$ cat src/rtl/trdb_packet_emitter.sv
// E-Trace packet emitter: buffers complete packets in a small FIFO and serialises each as one header byte plus 0..4 payload bytes.
// Optional TRDB_EMIT_STATS_EN adds pkt_count_o (completed packets, saturating) and stall_o (registered input-stall flag).
module trdb_packet_emitter #(
    parameter int unsigned FIFO_DEPTH  = 4,
    parameter int unsigned PAYLOAD_LEN = 31
) (
    input  logic                          clk_i,
    input  logic                          rst_ni,
    input  logic                          flush_i,
    input  logic                          pkt_valid_i,
    output logic                          pkt_ready_o,
    input  logic [1:0]                    format_i,
    input  logic [1:0]                    subformat_i,
    input  logic [PAYLOAD_LEN-1:0]        payload_i,
    input  logic [2:0]                    plen_i,
    output logic [7:0]                    byte_o,
    output logic                          byte_valid_o,
    input  logic                          byte_ready_i,
    output logic                          last_o,
    output logic [$clog2(FIFO_DEPTH):0]   fifo_count_o
`ifdef TRDB_EMIT_STATS_EN
    ,
    output logic [15:0]                   pkt_count_o,
    output logic                          stall_o
`endif
);

    localparam int unsigned AW = $clog2(FIFO_DEPTH);
    localparam int unsigned PW = AW + 1;

    typedef enum logic [1:0] {
        IDLE = 2'd0,
        HDR  = 2'd1,
        PLD  = 2'd2
    } state_e;

    typedef struct packed {
        logic [1:0]  fmt;
        logic [1:0]  sub;
        logic [31:0] pld;
        logic [2:0]  plen;
    } entry_t;

    entry_t        mem_q [FIFO_DEPTH];
    entry_t        wr_entry;
    entry_t        hold_q, hold_d;
    logic [PW-1:0] wr_ptr_q, wr_ptr_d;
    logic [PW-1:0] rd_ptr_q, rd_ptr_d;
    logic [PW-1:0] count;
    state_e        state_q, state_d;
    logic [1:0]    idx_q, idx_d;
    logic          full, empty, push;
    logic [7:0]    pld_byte;

    // Pointers carry a wrap bit, so their difference is the occupancy directly.
    assign count        = wr_ptr_q - rd_ptr_q;
    assign full         = (count == PW'(FIFO_DEPTH));
    assign empty        = (count == '0);
    assign pkt_ready_o  = !full;
    assign fifo_count_o = count;
    assign push         = pkt_valid_i && !full && !flush_i;

    always_comb begin
        wr_entry      = '0;
        wr_entry.fmt  = format_i;
        wr_entry.sub  = subformat_i;
        wr_entry.pld  = 32'(payload_i);
        wr_entry.plen = (plen_i > 3'd4) ? 3'd4 : plen_i;
    end

    always_ff @(posedge clk_i) begin
        if (push) begin
            mem_q[wr_ptr_q[AW-1:0]] <= wr_entry;
        end
    end

    // Payload is zero-extended to 32 bits at write, so the top bit of byte 3 reads as 0.
    assign pld_byte = 8'(hold_q.pld >> {idx_q, 3'b000});

    always_comb begin
        byte_valid_o = 1'b0;
        byte_o       = '0;
        last_o       = 1'b0;
        case (state_q)
            HDR: begin
                byte_valid_o = 1'b1;
                byte_o       = {hold_q.fmt, hold_q.sub, 1'b0, hold_q.plen};
                last_o       = (hold_q.plen == 3'd0);
            end
            PLD: begin
                byte_valid_o = 1'b1;
                byte_o       = pld_byte;
                last_o       = ({1'b0, idx_q} == (hold_q.plen - 3'd1));
            end
            default: ;
        endcase
    end

    always_comb begin
        state_d  = state_q;
        idx_d    = idx_q;
        hold_d   = hold_q;
        rd_ptr_d = rd_ptr_q;
        wr_ptr_d = push ? (wr_ptr_q + PW'(1)) : wr_ptr_q;
        case (state_q)
            IDLE: begin
                if (!empty) begin
                    hold_d   = mem_q[rd_ptr_q[AW-1:0]];
                    rd_ptr_d = rd_ptr_q + PW'(1);
                    state_d  = HDR;
                end
            end
            HDR: begin
                if (byte_ready_i) begin
                    if (hold_q.plen == 3'd0) begin
                        state_d = IDLE;
                    end else begin
                        state_d = PLD;
                        idx_d   = 2'd0;
                    end
                end
            end
            PLD: begin
                if (byte_ready_i) begin
                    if (last_o) begin
                        state_d = IDLE;
                    end else begin
                        idx_d = idx_q + 2'd1;
                    end
                end
            end
            default: state_d = IDLE;
        endcase
        // Flush drops both the queued packets and the one being serialised.
        if (flush_i) begin
            state_d  = IDLE;
            idx_d    = 2'd0;
            wr_ptr_d = '0;
            rd_ptr_d = '0;
        end
    end

    always_ff @(posedge clk_i or negedge rst_ni) begin
        if (!rst_ni) begin
            state_q  <= IDLE;
            idx_q    <= 2'd0;
            hold_q   <= '0;
            wr_ptr_q <= '0;
            rd_ptr_q <= '0;
        end else begin
            state_q  <= state_d;
            idx_q    <= idx_d;
            hold_q   <= hold_d;
            wr_ptr_q <= wr_ptr_d;
            rd_ptr_q <= rd_ptr_d;
        end
    end

`ifdef TRDB_EMIT_STATS_EN
    logic [15:0] pkt_count_q, pkt_count_d;
    logic        stall_q, stall_d;

    always_comb begin
        pkt_count_d = pkt_count_q;
        if (byte_valid_o && byte_ready_i && last_o && (pkt_count_q != 16'hFFFF)) begin
            pkt_count_d = pkt_count_q + 16'd1;
        end
        stall_d = pkt_valid_i && !pkt_ready_o;
    end

    always_ff @(posedge clk_i or negedge rst_ni) begin
        if (!rst_ni) begin
            pkt_count_q <= '0;
            stall_q     <= 1'b0;
        end else begin
            pkt_count_q <= pkt_count_d;
            stall_q     <= stall_d;
        end
    end

    assign pkt_count_o = pkt_count_q;
    assign stall_o     = stall_q;
`endif

endmodule

$ cat config.mk
export PLATFORM = sky130hd
export DESIGN_NAME = trdb_packet_emitter
export DESIGN_NICKNAME = d
export VERILOG_FILES = /design/src/rtl/trdb_packet_emitter.sv
export SDC_FILE = /design/constraint.sdc
export NUM_CORES = 1
export LEC_CHECK = 0
export ABC_AREA = 1
export CELL_PAD_IN_SITES_DETAIL_PLACEMENT = 0
export CELL_PAD_IN_SITES_GLOBAL_PLACEMENT = 2
export CORE_ASPECT_RATIO = 1.1
export CORE_MARGIN = 1.5
export CORE_UTILIZATION = 37
export CTS_BUF_LIST = sky130_fd_sc_hd__clkbuf_4
export DETAILED_ROUTE_END_ITERATION = 16
export GPL_TIMING_DRIVEN = 0
export PLACE_DENSITY_LB_ADDON = 0.1
export SETUP_SLACK_MARGIN = 0.3
export SLEW_MARGIN = 20
export SYNTH_ARGS = -nofsm -noshare
export SYNTH_HDL_FRONTEND = slang
export SYNTH_SLANG_ARGS = --single-unit
$ cat constraint.sdc
create_clock -name clk_i -period 3.4 [get_ports clk_i]
set_input_delay 0.68 -clock clk_i [delete_from_list [all_inputs] [get_ports clk_i]]
set_output_delay 0.68 -clock clk_i [all_outputs]
set_load 0.01 [all_outputs]
==> run summary <==
Outcome
- **outcome** finished, final reports clean

Route
- **Vias** 5,587
- **DR WL met3** 623 um
- **routed via count divided by cell count** 5.00
- **total iterations of the first detailed-routing run** 4
- **wire length reported by the detailed router** 20,700 um
- **WL met1** 9580 um
- **remaining design rule violation count** 0
- **total length of routed met2 wires** 10,400 um
- **Routed WL per cell** 18.6 um
- **DRT iter0 DRCs** 253
- **antenna-violating nets left** 0
- **Top Layer Used** met4

Worst setup path
- **worst-path maximum fanout** 4
- **kind of end point of the critical path** output port
- **data arrival time at the worst-slack endpoint** 2.37 ns
- **CP Class** reg -> out
- **startpoint types** flip-flop
- **Req. time, crit path** 2.72 ns

Finish
- **area added between synthesis and finish** 17.9%
- **fill cell count** 2,118
- **total area of sequential cells** 5770 um^2
- **fraction of layout cells with a size suffix above 1** 0.157
- **final std cells w/o fill** 1,118
- **# nets final** 862
- **area of combinational cells with multiple inputs** 2300 um^2

Floorplanning
- **Die H** 161 um
- **Die ar.** 23,600 um^2
- **die outline width** 147 um
- **initial core utilization** 0.378
- **Placeable Area** 22,200 um^2
- **boundary pin count** 57
- **number of placement rows** 57

Place
- **number of port buffers** 56
- **weighted congestion at the end of routability-driven global placement** 0.803
- **DP Cell Count** 1,079
- **placed wire-length estimate** 14,300 um

Logic synthesis
- **largest area contributor in the synthesized netlist** sky130_fd_sc_hd__edfxtp_1
- **post-synthesis average cell area** 11.6 um^2
- **syn_nets** 775
- **Synth Warn #** 0
- **Primary FF master, synth** sky130_fd_sc_hd__edfxtp_1
- **sequential area share after synthesis** 0.688
- **post-synthesis instance area** 8390 um^2
- **top cell type's share of synthesized area** 0.544
- **Synth Register Bits** 200
- **cells taking the most area after synthesis** sky130_fd_sc_hd__edfxtp_1 (54%), sky130_fd_sc_hd__dfrtp_1 (14%), sky130_fd_sc_hd__o21ai_0 (5.3%), sky130_fd_sc_hd__nor2_1 (5.1%), sky130_fd_sc_hd__nand2_1 (4.7%)
- **number of distinct standard cells referenced by the synthesized netlist** 34
- **proportion of synthesized flip-flops having asynchronous set or reset** 0.240
- **number of enable flip-flop cells after synthesis** 152
- **number of instances in the synthesized netlist** 720

Pwr
- **static power due to leakage** 3.82 nW
- **total power per unit cell area** 819 nW/um^2
- **IR Drop Worst-Case VDD** 318 uV
- **total power of the final layout** 8.10 mW

GRT
- **all-layer global routing usage** 0.184
- **antenna violations before repair** 1
- **vias in the first global route** 5,693
- **global-route wire length before repair** 32,500 um
- **pin count of the biggest net entering global routing** 49
- **leftover overflow at the end of global routing** 0

STA
- **total negative slack** 0 ns
- **Peak Freq** 328 MHz
- **number of hold violations in the final report** 0
- **fin. max-slew vios** 0
- **Worst Tran Pin Value** 0.723 ns
- **Relative slew margins** 0.518
- **Setup violations, final** 0
- **Worst Clk Skew** 0.0235 ns
- **WHS** 0.0981 ns
- **share of the cycle needed by the critical path after routing** 0.897
- **RSZ-0062 raised after global routing** yes
- **final critical delay including setup and external delays** 3.05 ns

Worst hold path
- **Hold/Removal Path Class** in -> async

Clock tree
- **clock buffer count from CTS** 17
- **clock transition at the registers of the reported paths** 0.18 ns
- **root buf cell** sky130_fd_sc_hd__clkbuf_4
- **CTS sink cnt** 200
- **CTS Hold Bufs** 0
- **Skew-Pair Late Insertion Delay** 0.57 ns
- **TritonCTS clock tree** built
- **CTS H-tree depth** 4
- **Max Root-Sink Buffers** 2

Job
- **total of max-cap violations** 0

-- where the power goes --
part | internal (mW) | switching, mW
Sequential | 3.08 | 0.224
Combinational | 1.35 | 2.27
Clock | 0.324 | 0.845
-- registers in the layout (all words and copies together) (netlist names) --
name and flops:
mem_q 152, hold_q 38, rd_ptr_q 3, wr_ptr_q 3, idx_q 2, state_q 2
-- layout by cell type (no fill, tap or decap), types with 4 or more instances in the layout --
cell                              count
sky130_fd_sc_hd__buf_2                7
sky130_fd_sc_hd__buf_12               5
sky130_fd_sc_hd__nor2_4               4
sky130_fd_sc_hd__nand2_1            105
sky130_fd_sc_hd__edfxtp_1           152
sky130_fd_sc_hd__dfrtp_1             47
sky130_fd_sc_hd__clkbuf_4            18
sky130_fd_sc_hd__inv_2                4
sky130_fd_sc_hd__clkbuf_1            16
sky130_fd_sc_hd__o21ai_2              4
sky130_fd_sc_hd__dlymetal6s2s_1       5
sky130_fd_sc_hd__buf_16               7
sky130_fd_sc_hd__ha_1                11
sky130_fd_sc_hd__nand2_2             39
sky130_fd_sc_hd__buf_4               11
sky130_fd_sc_hd__inv_1               26
sky130_fd_sc_hd__o22ai_1             44
sky130_fd_sc_hd__nor2_1             109
sky130_fd_sc_hd__o21ai_1             14
sky130_fd_sc_hd__inv_8                6
sky130_fd_sc_hd__clkdlybuf4s50_1     43
sky130_fd_sc_hd__clkinv_2             4
sky130_fd_sc_hd__nand3_1             13
sky130_fd_sc_hd__clkbuf_2             6
sky130_fd_sc_hd__o21ai_0             87
-- per-layer routing --
metal,track usage,vias up
li1,-,2685
met1,0.248,2787
met2,0.315,106
met3,0.0315,9
met4,0.0381,0
met5,0,-
-- worst max-delay path, stage by stage (launching register included) --
cell and delay [ns]:
sky130_fd_sc_hd__dfrtp_1 0.41, sky130_fd_sc_hd__inv_2 0.06, sky130_fd_sc_hd__ha_1 0.20, sky130_fd_sc_hd__fa_2 0.38, sky130_fd_sc_hd__xnor2_1 0.15, sky130_fd_sc_hd__nand2_1 0.08, sky130_fd_sc_hd__nand2_2 0.11, sky130_fd_sc_hd__inv_1 0.07
sky130_fd_sc_hd__nand2_2 0.09, sky130_fd_sc_hd__clkdlybuf4s15_1 0.24
-- final cells by class --
type / instances / share of cell area
Antenna cell: 3 / 0.000760
Buffer: 39 / 0.0261
Clock buffer: 17 / 0.0129
Clock inverter: 15 / 0.0137
Inverter: 32 / 0.0129
Multi-Input combinational cell: 449 / 0.232
Sequential cell: 200 / 0.583
Tap cell: 295 / 0.0373
Timing Repair Buffer: 68 / 0.0804
-- synth_stat cells, drive strengths merged (2+ instances only) --
cell type / instances
o22ai: 44
ha: 11
nand4: 2
a22oi: 3
buf: 18
nor2: 113
dfrtp: 48
inv: 31
nand3: 14
o21a: 2
xor2: 3
edfxtp: 152
clkbuf: 21
o21ai: 105
nand2: 146
-- metrics by stage --
stage,setup slack (ns),util,area [um^2]
4_1_cts,0.215,0.445,9870
3_3_place_gp,-0.931,0.420,9330
3_5_place_dp,0.411,0.431,9560
5_1_grt,0.144,0.446,9880
6_report,0.352,0.446,9880
2_1_floorplan,0.224,-,8400
-- final timing paths --
check | from | endpoint | slack, ns | cells past startpoint
worst max-delay path | wr_ptr_q[0] | pkt_ready_o | 0.35 | 9
worst min-delay path | rst_ni | wr_ptr_q[0] | 0.1 | 1
worst max register to register | wr_ptr_q[0] | mem_q[1][36] | 0.62 | 11
worst min register to register | hold_q[15] | hold_q[15] | 0.51 | 2
max in group asynchronous | rst_ni | rd_ptr_q[0] | 2.83 | 1
min in group clk_i | hold_q[15] | hold_q[15] | 0.51 | 2
-- kinds of logic (layout without fill, tap and decap cells) --
kind of cell,after synthesis,after routing,share of synthesized area
AND/OR/NAND/NOR,276,276,0.141
flip-flops,200,200,0.688
AO/OA/AOI/OAI,157,157,0.104
buffers and inverters,71,171,0.0442
adder cells (fa/ha/maj),12,12,0.0188
XOR/XNOR,4,4,0.00418
other,0,3,0
-- timing repair --
item | 4_1_cts | 5_1_grt
setup buffers | 4 | 0
setup endpoints to repair | 12 | 11
resized for setup | 23 | 17
pin swaps | 0 | 1
(Power assumes the default switching activity.)
